## config.mk

```make
export PLATFORM = sky130hd
export DESIGN_NAME = shift_seq
export DESIGN_NICKNAME = d
export VERILOG_FILES = /design/src/rtl/kl_shift_pkg.sv /design/src/rtl/shift_count_reduce.sv /design/src/rtl/shift_seq.sv
export SDC_FILE = /design/constraint.sdc
export NUM_CORES = 1
export LEC_CHECK = 0
export ABC_AREA = 0
export CAP_MARGIN = 40
export CELL_PAD_IN_SITES_DETAIL_PLACEMENT = 0
export CELL_PAD_IN_SITES_GLOBAL_PLACEMENT = 2
export CORE_MARGIN = 4
export CORE_UTILIZATION = 33
export CTS_BUF_LIST = sky130_fd_sc_hd__clkbuf_8
export DETAILED_ROUTE_END_ITERATION = 16
export HOLD_SLACK_MARGIN = 0.05
export PLACE_DENSITY_LB_ADDON = 0.15
export SETUP_SLACK_MARGIN = 0.5
export SLEW_MARGIN = 0
export SYNTH_ARGS = -nofsm -noshare
export SYNTH_HDL_FRONTEND = slang
export SYNTH_SLANG_ARGS = --single-unit
```

## constraint.sdc

```tcl
create_clock -name eboxClk -period 4.5 [get_ports eboxClk]
set_input_delay 1.125 -clock eboxClk [delete_from_list [all_inputs] [get_ports eboxClk]]
set_output_delay 1.125 -clock eboxClk [all_outputs]
set_load 0.05 [all_outputs]
```

## src/rtl/kl_shift_pkg.sv

```systemverilog
// Shared definitions for the KL10 shift-class sequencer and the shift matrix.
package kl_shift_pkg;

  typedef enum logic [2:0] {
    OP_LSH  = 3'd0,
    OP_ROT  = 3'd1,
    OP_ASH  = 3'd2,
    OP_LSHC = 3'd3,
    OP_ROTC = 3'd4,
    OP_ASHC = 3'd5
  } shift_op_e;

  typedef enum logic [2:0] {
    ST_IDLE,
    ST_SETUP,
    ST_REDUCE,
    ST_STEP,
    ST_DONE
  } seq_state_e;

  localparam logic [7:0] WORD_LEN_SINGLE   = 8'd36;
  localparam logic [7:0] WORD_LEN_COMBINED = 8'd72;

  // Shift matrix source select codes.
  localparam logic [1:0] SH_SEL_PAIR = 2'd0;
  localparam logic [1:0] SH_SEL_AR   = 2'd1;

  function automatic logic op_is_legal(input logic [2:0] code);
    return code <= 3'd5;
  endfunction

  function automatic logic op_is_combined(input shift_op_e o);
    return (o == OP_LSHC) || (o == OP_ROTC) || (o == OP_ASHC);
  endfunction

  function automatic logic op_is_rotate(input shift_op_e o);
    return (o == OP_ROT) || (o == OP_ROTC);
  endfunction

  function automatic logic op_is_arith(input shift_op_e o);
    return (o == OP_ASH) || (o == OP_ASHC);
  endfunction

  function automatic logic [7:0] word_len_of(input shift_op_e o);
    return op_is_combined(o) ? WORD_LEN_COMBINED : WORD_LEN_SINGLE;
  endfunction

endpackage

```

## src/rtl/shift_count_reduce.sv

```systemverilog
// Remaining-count register with modulo reduce and per-step subtract.
// rem_nxt is exposed so the sequencer can size the next step on the same edge.
module shift_count_reduce
  import kl_shift_pkg::*;
(
  input  logic       clk,
  input  logic       rst,
  input  logic       load,
  input  logic [7:0] load_val,
  input  logic       clear,
  input  logic       reduce,
  input  logic       step,
  input  logic [7:0] word_len,
  input  logic [5:0] step_amt,
  output logic [7:0] rem,
  output logic [7:0] rem_nxt,
  output logic       rem_ge_len,
  output logic       nxt_ge_len
);

  logic [7:0] step_ext;

  assign step_ext   = {2'b00, step_amt};
  assign rem_ge_len = (rem >= word_len);
  assign nxt_ge_len = (rem_nxt >= word_len);

  // Next count: clear wins, then load, then a guarded subtract.
  always_comb begin
    rem_nxt = rem;
    if (clear) begin
      rem_nxt = '0;
    end else if (load) begin
      rem_nxt = load_val;
    end else if (reduce && rem_ge_len) begin
      rem_nxt = rem - word_len;
    end else if (step && (rem >= step_ext)) begin
      rem_nxt = rem - step_ext;
    end
  end

  // Remaining-count register.
  always_ff @(posedge clk or posedge rst) begin
    if (rst) begin
      rem <= '0;
    end else begin
      rem <= rem_nxt;
    end
  end

endmodule

```

## src/rtl/shift_seq.sv

```systemverilog
// Multi-step shift sequencer: splits one shift-class instruction into
// shift-matrix steps of at most MAXSTEP bits.
//
// state     | meaning
// ----------+-----------------------------------------------------
// ST_IDLE   | waiting for start
// ST_SETUP  | count latched, classify (reduce / clear / none / step)
// ST_REDUCE | rotate count being reduced modulo word length
// ST_STEP   | one shift-matrix step presented per cycle
// ST_DONE   | completion pulse, back to idle
module shift_seq
  import kl_shift_pkg::*;
#(
  parameter int MAXSTEP = 35
) (
  input  logic        eboxClk,
  input  logic        eboxReset,
  input  logic        start,
  input  logic [2:0]  op,
  input  logic [0:17] count,
  input  logic        abort,
  output logic        busy,
  output logic        stepValid,
  output logic [1:0]  shSel,
  output logic [5:0]  shAmt,
  output logic        shRight,
  output logic        shRotate,
  output logic        shFillSign,
  output logic        shClear,
  output logic        loadAR,
  output logic        loadARX,
  output logic        done,
  output logic        illegal
);

  localparam logic [7:0] MAX_STEP = 8'(MAXSTEP);

  seq_state_e state;
  shift_op_e  op_q;
  logic       right_q;

  logic [7:0] rem, rem_nxt, word_len, amt_src;
  logic       rem_ge_len, nxt_ge_len;
  logic       cnt_load, cnt_clear, cnt_reduce, cnt_step;
  logic       issue, issue_clear, finish;
  logic [5:0] next_amt;

  logic       step_valid_q, load_ar_q, load_arx_q, done_q, illegal_q;
  logic       sh_right_q, sh_rotate_q, sh_fill_sign_q, sh_clear_q;
  logic [1:0] sh_sel_q;
  logic [5:0] sh_amt_q;

  // Count bits 1..9 of E are not part of the shift amount.
  logic       unused_count_bits;
  assign unused_count_bits = ^count[1:9];

  assign word_len = word_len_of(op_q);

  // Counter commands; a non-rotate overshift empties the count at once.
  always_comb begin
    cnt_load   = (state == ST_IDLE) && start && op_is_legal(op);
    cnt_clear  = (state != ST_IDLE) &&
                 (abort || ((state == ST_SETUP) && rem_ge_len && !op_is_rotate(op_q)));
    cnt_reduce = (state == ST_REDUCE) && !abort;
    cnt_step   = (state == ST_STEP) && !abort;
  end

  shift_count_reduce u_count (
    .clk        (eboxClk),
    .rst        (eboxReset),
    .load       (cnt_load),
    .load_val   (count[10:17]),
    .clear      (cnt_clear),
    .reduce     (cnt_reduce),
    .step       (cnt_step),
    .word_len   (word_len),
    .step_amt   (sh_amt_q),
    .rem        (rem),
    .rem_nxt    (rem_nxt),
    .rem_ge_len (rem_ge_len),
    .nxt_ge_len (nxt_ge_len)
  );

  // Decide whether the coming cycle carries a step or the done pulse.
  always_comb begin
    issue       = 1'b0;
    issue_clear = 1'b0;
    finish      = 1'b0;
    amt_src     = (state == ST_SETUP) ? rem : rem_nxt;
    next_amt    = (amt_src > MAX_STEP) ? MAX_STEP[5:0] : amt_src[5:0];
    if (!abort) begin
      case (state)
        ST_SETUP: begin
          if (rem_ge_len) begin
            if (!op_is_rotate(op_q)) begin
              issue       = 1'b1;
              issue_clear = 1'b1;
            end
          end else if (rem == 8'd0) begin
            finish = 1'b1;
          end else begin
            issue = 1'b1;
          end
        end
        ST_REDUCE: begin
          if (!nxt_ge_len) begin
            if (rem_nxt == 8'd0) finish = 1'b1;
            else                 issue  = 1'b1;
          end
        end
        ST_STEP: begin
          if (rem_nxt == 8'd0) finish = 1'b1;
          else                 issue  = 1'b1;
        end
        default: ;
      endcase
    end
  end

  // Sequencer state and registered step outputs.
  always_ff @(posedge eboxClk or posedge eboxReset) begin
    if (eboxReset) begin
      state          <= ST_IDLE;
      op_q           <= OP_LSH;
      right_q        <= 1'b0;
      step_valid_q   <= 1'b0;
      load_ar_q      <= 1'b0;
      load_arx_q     <= 1'b0;
      done_q         <= 1'b0;
      illegal_q      <= 1'b0;
      sh_sel_q       <= SH_SEL_PAIR;
      sh_amt_q       <= '0;
      sh_right_q     <= 1'b0;
      sh_rotate_q    <= 1'b0;
      sh_fill_sign_q <= 1'b0;
      sh_clear_q     <= 1'b0;
    end else begin
      step_valid_q   <= 1'b0;
      load_ar_q      <= 1'b0;
      load_arx_q     <= 1'b0;
      done_q         <= 1'b0;
      illegal_q      <= 1'b0;
      sh_sel_q       <= SH_SEL_PAIR;
      sh_amt_q       <= '0;
      sh_right_q     <= 1'b0;
      sh_rotate_q    <= 1'b0;
      sh_fill_sign_q <= 1'b0;
      sh_clear_q     <= 1'b0;

      if (abort && (state != ST_IDLE)) begin
        state <= ST_IDLE;
      end else begin
        case (state)
          ST_IDLE: begin
            if (start) begin
              if (op_is_legal(op)) begin
                op_q    <= shift_op_e'(op);
                right_q <= count[0];
                state   <= ST_SETUP;
              end else begin
                illegal_q <= 1'b1;
              end
            end
          end
          ST_SETUP:  state <= issue ? ST_STEP : (finish ? ST_DONE : ST_REDUCE);
          ST_REDUCE: state <= issue ? ST_STEP : (finish ? ST_DONE : ST_REDUCE);
          ST_STEP:   state <= finish ? ST_DONE : ST_STEP;
          default:   state <= ST_IDLE;
        endcase

        if (issue) begin
          step_valid_q   <= 1'b1;
          load_ar_q      <= 1'b1;
          load_arx_q     <= op_is_combined(op_q);
          sh_sel_q       <= op_is_combined(op_q) ? SH_SEL_PAIR : SH_SEL_AR;
          sh_amt_q       <= issue_clear ? 6'd0 : next_amt;
          sh_right_q     <= right_q;
          sh_rotate_q    <= op_is_rotate(op_q);
          sh_fill_sign_q <= op_is_arith(op_q) && right_q;
          sh_clear_q     <= issue_clear;
        end
        if (finish) begin
          done_q <= 1'b1;
        end
      end
    end
  end

  // Abort kills the strobes in the cycle it arrives.
  assign busy       = (state != ST_IDLE);
  assign stepValid  = step_valid_q & ~abort;
  assign loadAR     = load_ar_q & ~abort;
  assign loadARX    = load_arx_q & ~abort;
  assign done       = done_q & ~abort;
  assign illegal    = illegal_q;
  assign shSel      = sh_sel_q;
  assign shAmt      = sh_amt_q;
  assign shRight    = sh_right_q;
  assign shRotate   = sh_rotate_q;
  assign shFillSign = sh_fill_sign_q;
  assign shClear    = sh_clear_q;

endmodule

```

Word-level counts from Yosys, hierarchy flattened
Cells that the tools add are included.
{ "word_totals": {"regBits": 31, "in_bits": 25, "output_inout_bits": 18, "elab_cells": 115} }
{ "op_classes": {"add_sub_neg": 2, "magnitude_cmp": 5, "eq_ne": 10, "mux": 54, "bitwise_logic": 5, "n_reduce_logical": 25} }
{ "op_table": {"columns": ["operator", "n"], "rows": [
  ["$mux 8", 5],
  ["$mux 1", 35],
  ["$mux 6", 4],
  ["$mux 3", 6],
  ["$ge 8x7->1", 2],
  ["$logic_not 8->1", 2],
  ["$eq 3x2->1 const B", 4],
  ["$logic_and 1x1->1", 11],
  ["$pmux 3 s3", 1],
  ["$ge 8x6->1", 1],
  ["$gt 8x6->1 const B", 1],
  ["$sub 8x6->8", 1],
  ["$sub 8x7->8", 1],
  ["$mux 7", 1],
  ["$eq 3x1->1 const B", 2],
  ["$eq 3x3->1 const B", 2],
  ["$pmux 1 s3", 2],
  ["$logic_or 1x1->1", 5],
  ["$reduce_and 4->1", 1],
  ["$and 1x1->1", 3],
  ["$le 3x3->1 const B", 1],
  ["$logic_not 3->1", 1],
  ["$ne 3x1->1 const B", 1],
  ["$ne 3x2->1 const B", 1],
  ["5 further kinds", 7]
]} }

Depth between registers and ports, before layout
{ "depth": {"word_depth": 19, "mapped_depth": 21} }

Modules after synthesis
Synthesis repeated with hierarchy kept, for this count alone.
{ "unflattened": {"cells_unflattened": 275, "hier_area_um2": 2386.0} }
{ "modules_own_cells": {"columns": ["mod", "n_inst", "cells_each", "area_each_um2", "seq_area_each_um2"], "rows": [
  ["shift_count_reduce", 1, 158, 1285.0, 200.2],
  ["shift_seq", 1, 117, 1101.1, 550.5]
]} }

Worst setup path after synthesis
No wires, ideal clock.
{ "synth_timing": {"path_kind": "in2reg", "start": "in abort", "end": "reg sh_amt_q[3] (netlist: shAmt[3])", "t_arrival_ps": 3850, "required_ps": 4420, "slack_ps": 570, "cell_stages": 14, "path_cell_list": "nor3b_1 nand2_1 a31oi_1 buf_2 mux2_2 o211ai_1 a21oi_1 ha_1 a221oi_1 o21a_1 o211a_1 o311a_4 a21oi_4 nor3b_2"} }
{ "synth_between": {"elab_chain_cells": 14} }
{ "synth_lines": {"columns": ["item", "line", "rtl"], "rows": [
  ["start: declaration", "shift_seq.sv:21", "input logic abort,"],
  ["$logic_not 1->1", null, null],
  ["$logic_and 1x1->1", "shift_seq.sv:65", "cnt_step = (state == ST_STEP) && !abort;"],
  ["$logic_and 1x1->1", "shift_count_reduce.sv:36", "end else if (step && (rem >= step_ext)) begin"],
  ["$mux 8", "shift_count_reduce.sv:36", null],
  ["$mux 8", "shift_count_reduce.sv:34", "end else if (reduce && rem_ge_len) begin"],
  ["$mux 8", "shift_count_reduce.sv:32", "end else if (load) begin"],
  ["$mux 8 (*)", "shift_count_reduce.sv:30", "if (clear) begin"],
  ["named net rem_nxt[3]", "shift_seq.sv:42", "logic [7:0] rem, rem_nxt, word_len, amt_src;"],
  ["parallel branches: the longest is 5 deep, another holds $ge 8x7->1", null, null],
  ["$mux 6 (*)", "shift_seq.sv:171", "if (issue) begin"],
  ["$mux 6 (*)", "shift_seq.sv:150", "if (abort && (state != ST_IDLE)) begin"],
  ["end signal: assignment", "shift_seq.sv:176", "sh_amt_q <= issue_clear ? 6'd0 : next_amt;"],
  ["end: declaration", "shift_seq.sv:51", "logic [5:0] sh_amt_q;"]
]} }
Mark *: on every way through the listed nets, which the timed path passes.
A chain may end at the register's enable or synchronous reset.

Final worst setup path
{ "layout_timing": {"start": "reg op_q[1]", "end": "reg load_arx_q"} }
{ "layout_between": {"elab_chain_cells": 17} }
{ "layout_lines": {"columns": ["item", "line", "rtl"], "rows": [
  ["start: declaration", "shift_seq.sv:39", "shift_op_e op_q;"],
  ["start signal: assignment", "shift_seq.sv:157", "op_q <= shift_op_e'(op);"],
  ["$eq 3x2->1 / $eq 3x3->1 (equally long branches)", "kl_shift_pkg.sv:33, kl_shift_pkg.sv:37", null],
  ["$logic_or 1x1->1 (2 in a row)", "kl_shift_pkg.sv:33", "return (o == OP_LSHC) || (o == OP_ROTC) || (o == OP_ASHC);"],
  ["$mux 7", "kl_shift_pkg.sv:45", "return op_is_combined(o) ? WORD_LEN_COMBINED : WORD_LEN_SINGLE;"],
  ["$ge 8x7->1", "shift_count_reduce.sv:24", "assign rem_ge_len = (rem >= word_len);"],
  ["$logic_and 1x1->1 (2 in a row)", "shift_seq.sv:63", "(abort || ((state == ST_SETUP) && rem_ge_len && !op_is_rotate(op_q)));"],
  ["$logic_or 1x1->1", "shift_seq.sv:63", null],
  ["$logic_and 1x1->1", "shift_seq.sv:62", "cnt_clear = (state != ST_IDLE) &&"],
  ["$mux 8 (*)", "shift_count_reduce.sv:30", null],
  ["named net rem_nxt[2]", "shift_seq.sv:42", null],
  ["parallel branches: the longest is 3 deep, another holds $ge 8x7->1", null, null],
  ["$pmux 1 s3 (*)", "shift_seq.sv:92", "case (state)"],
  ["$mux 1 (*)", "shift_seq.sv:91", "if (!abort) begin"],
  ["$mux 1 (*)", "shift_seq.sv:171", null],
  ["$mux 1 (*)", "shift_seq.sv:150", null],
  ["end signal: assignment", "shift_seq.sv:174", "load_arx_q <= op_is_combined(op_q);"],
  ["end: declaration", "shift_seq.sv:48", "logic step_valid_q, load_ar_q, load_arx_q, done_q, illegal_q;"]
]} }
Marks and branches as above.

==> impl_metrics.tcl <==
set metrics [dict create \
    slowest_delay_ns 0.43 \
    seqCellArea_um2 757 \
    die_area_um2 8860 \
    htreeDepth 2 \
    core-area_um2 7210 \
    worstHoldStart "right_q" \
    die_h_um 94.1 \
    hold_violations 0 \
    port_buffers 32 \
    num_antenna_cells 0 \
    remaining_drc_errors 0 \
    rows 31 \
    synth_edf_count 0 \
    multiInputGateArea_um2 1710 \
    fin_nets 383 \
    yosys-top-cells-area "dfrtp_1 31%, ha_1 5.6%, a21oi_1 4.3%" \
    hold_path_end "right_q" \
    required_ns 4.65 \
    r2r-start "op_q[1]" \
    grt_max_degree 31 \
    die_w_um 94.1 \
    timing.final.ws_setup_ns 0.507 \
    post-place-cells 415 \
    wirelength_um 7110 \
    netlist_area_um2 2450 \
    drtIter0Drc 99 \
    r2r_cells 18 \
    clk_path_buf_depth 2 \
    ant_nets 0 \
    cts.sinks 30 \
    worstPathCellList "and3b_2 > or3_4 > ha_4 > a311oi_4 > a2111oi_4 > o21a_2 > buf_6 > a211o_1 > a21oi_2 > inv_2 > ha_4 > nand2_2 > o21a_1 > o211a_1 > o311a_4 > buf_6 > a21oi_4 > nor3_2" \
    grt_pass1_wl_um 12000 \
    slew_violations 0 \
    vias_per_cell 5.20 \
    start_util 0.339 \
    synth_top_area_share 0.307 \
    powerDensity_nw_per_um2 838 \
    criticalPathCategory "flop to flop" \
    fmax_ghz 0.250 \
    path_buf_inv 3 \
    path_clk_slew_ns 0.07 \
    dp_slack_ns -0.109 \
    rr_endpoint "load_arx_q" \
    synth.avg_cell_area_um2 8.90 \
    drive_gt1_frac 0.318 \
    vdd_drop_max_mv 0.360 \
    antenna_found_initial 0 \
    syn_nets 312 \
    synth_area_leader_cell "dfrtp_1" \
    cts_made_buffers 5 \
    stdcell_count 445 \
    synthArstFlopShare 1.00 \
    clock_latency_ns 0.28 \
    tightest_slew_ns 0.616 \
    startpoint_type "flop" \
    synth_cell_types 72 \
    relSlewSlack 0.586 \
    hold_buffers 0 \
    rsz0062_at_grt "yes" \
    cts_tree "done" \
    wire_per_inst_um 16.0 \
    r2r_slack_ns 0.51 \
    critical_path_arrival_ns 4.14 \
    grt_pass1_vias 2348 \
    grt_overflow_total 0 \
    synth.most_common_cell "dfrtp_1" \
    dp_hpwl_um 5280 \
    status "complete, no violations" \
    yosys-top-cells-count "30 x dfrtp_1, 26 x nor2_1, 21 x a21oi_1, 21 x nand2_1, 19 x inv_1" \
    leakage_nw 1.47 \
    fillers 711 \
    whs_path_depth 2 \
    fin_worst_skew_ns 0.00578 \
    area.growth.synth_to_final_pct 41.2 \
    synth_warnings 0 \
    max_cap_violations 0 \
    ys_seq_area_frac 0.307 \
    gp_congestion 0.805 \
    cts-root-buf "clkbuf_8" \
    synth_flop_cell "dfrtp_1" \
    critPathCaptureType "flop" \
    period_needed_ns 3.99 \
    fin_crit_sh 0.887 \
    hp-class "flop to flop" \
    cp_slowest_cell "dfrtp_2" \
    synth-seq-cells 30 \
    pin_count 43 \
    setup_viol 0 \
    cp_max_fo 6 \
    track_usage 0.177 \
    vias 2312 \
    critPathTopFamily "compound AO/OA/AOI/OAI gates" \
    synthCells 275 \
    drt_first_pass_iters 5 \
]
## layout make-up
class | count | area share
Clock inverter | 1 | 0.00869
Inverter | 20 | 0.0217
Tap cell | 99 | 0.0358
Clock buffer | 6 | 0.0239
Multi-Input combinational cell | 211 | 0.494
Sequential cell | 30 | 0.219
Timing Repair Buffer | 78 | 0.197
## kinds of logic after synthesis
group           after synthesis  synth area share
xor+xnor                      9            0.0322
mux                           6            0.0250
simple gates                102             0.236
flops                        30             0.307
other cells                   1           0.00153
fa+ha+maj                    12            0.0644
compound gates               81             0.262
buf+inv                      34            0.0720
## placed cells by master (no fill, tap or decap), drive strengths merged, types with 6 or more instances in the layout
cell type	n
xnor2	7
nor2b	7
nand2	22
nor2	26
o21ai	8
nor3	14
inv	20
clkdlybuf4s50	31
buf	46
clkbuf	7
a21oi	25
ha	11
o21a	6
dfrtp	30
## worst max-delay path by stage
stage | start | depth (start not counted) | endpoint | slack, ns
6_report | op_q[1] | 18 | load_arx_q | 0.51
5_1_grt | op_q[1] | 18 | load_arx_q | 0.36
4_1_cts | op_q[1] | 18 | shSel[0] | 0.49
3_5_place_dp | abort | 16 | shAmt[2] | -0.11
3_3_place_gp | abort | 16 | shSel[0] | -0.11
2_1_floorplan | abort | 14 | shAmt[3] | 0.57
## where the power goes
group          switching, mW  internal (mW)  total [mW]
clock network          0.105          0.177       0.282
registers             0.0958          0.354       0.450
logic                   1.17          0.994        2.16
## through the flow
stage / total power, mW / util / area [um^2] / TNS, ns / hold slack, ns
6_report: 2.90 / 0.479 / 3460 / 0 / 0.493
2_1_floorplan: 1.76 / - / 2450 / 0 / 0.446
3_5_place_dp: 2.24 / 0.413 / 2980 / -1.19 / 0.477
5_1_grt: 3.15 / 0.479 / 3460 / 0 / 0.538
4_1_cts: 2.68 / 0.451 / 3250 / 0 / 0.496
3_3_place_gp: 2.24 / 0.413 / 2980 / -1.16 / 0.467
## sequential cells by signal, summed over array words and instances, names as in the netlist
| name | count |
|---|---|
| load_arx_q | 1 |
| op_q | 3 |
| shRight | 1 |
| shFillSign | 1 |
| shClear | 1 |
| shRotate | 1 |
| u_count.rem | 8 |
| right_q | 1 |
| illegal | 1 |
| state | 3 |
| shSel | 1 |
| load_ar_q | 1 |
| shAmt | 6 |
| done_q | 1 |
## routing by layer
layer / wire, um / track usage
met5: 0 / 0
met4: 83 / 0.0505
met3: 260 / 0.0353
met2: 3200 / 0.276
met1: 3570 / 0.245
## worst register-to-register path, stage by stage, from the launching register on
cell and delay [ns]:
dfrtp_2 0.43, and3b_2 0.20, or3_4 0.38, ha_4 0.18, a311oi_4 0.24, a2111oi_4 0.12
o21a_2 0.24, buf_6 0.12, a211o_1 0.26, a21oi_2 0.18, inv_2 0.06, ha_4 0.26
nand2_2 0.05, o21a_1 0.17, o211a_1 0.14, o311a_4 0.39, buf_6 0.13, a21oi_4 0.23
nor3_2 0.08
## repair_timing
| item | in CTS | in global routing |
|---|---|---|
| gates resized for setup | 20 | 24 |
| cloned | 0 | 0 |
| pin swaps | 10 | 24 |
| setup buffers | 12 | 11 |
| setup endpoints to repair | 16 | 16 |
No activity file was read; power rests on OpenSTA's default activity.
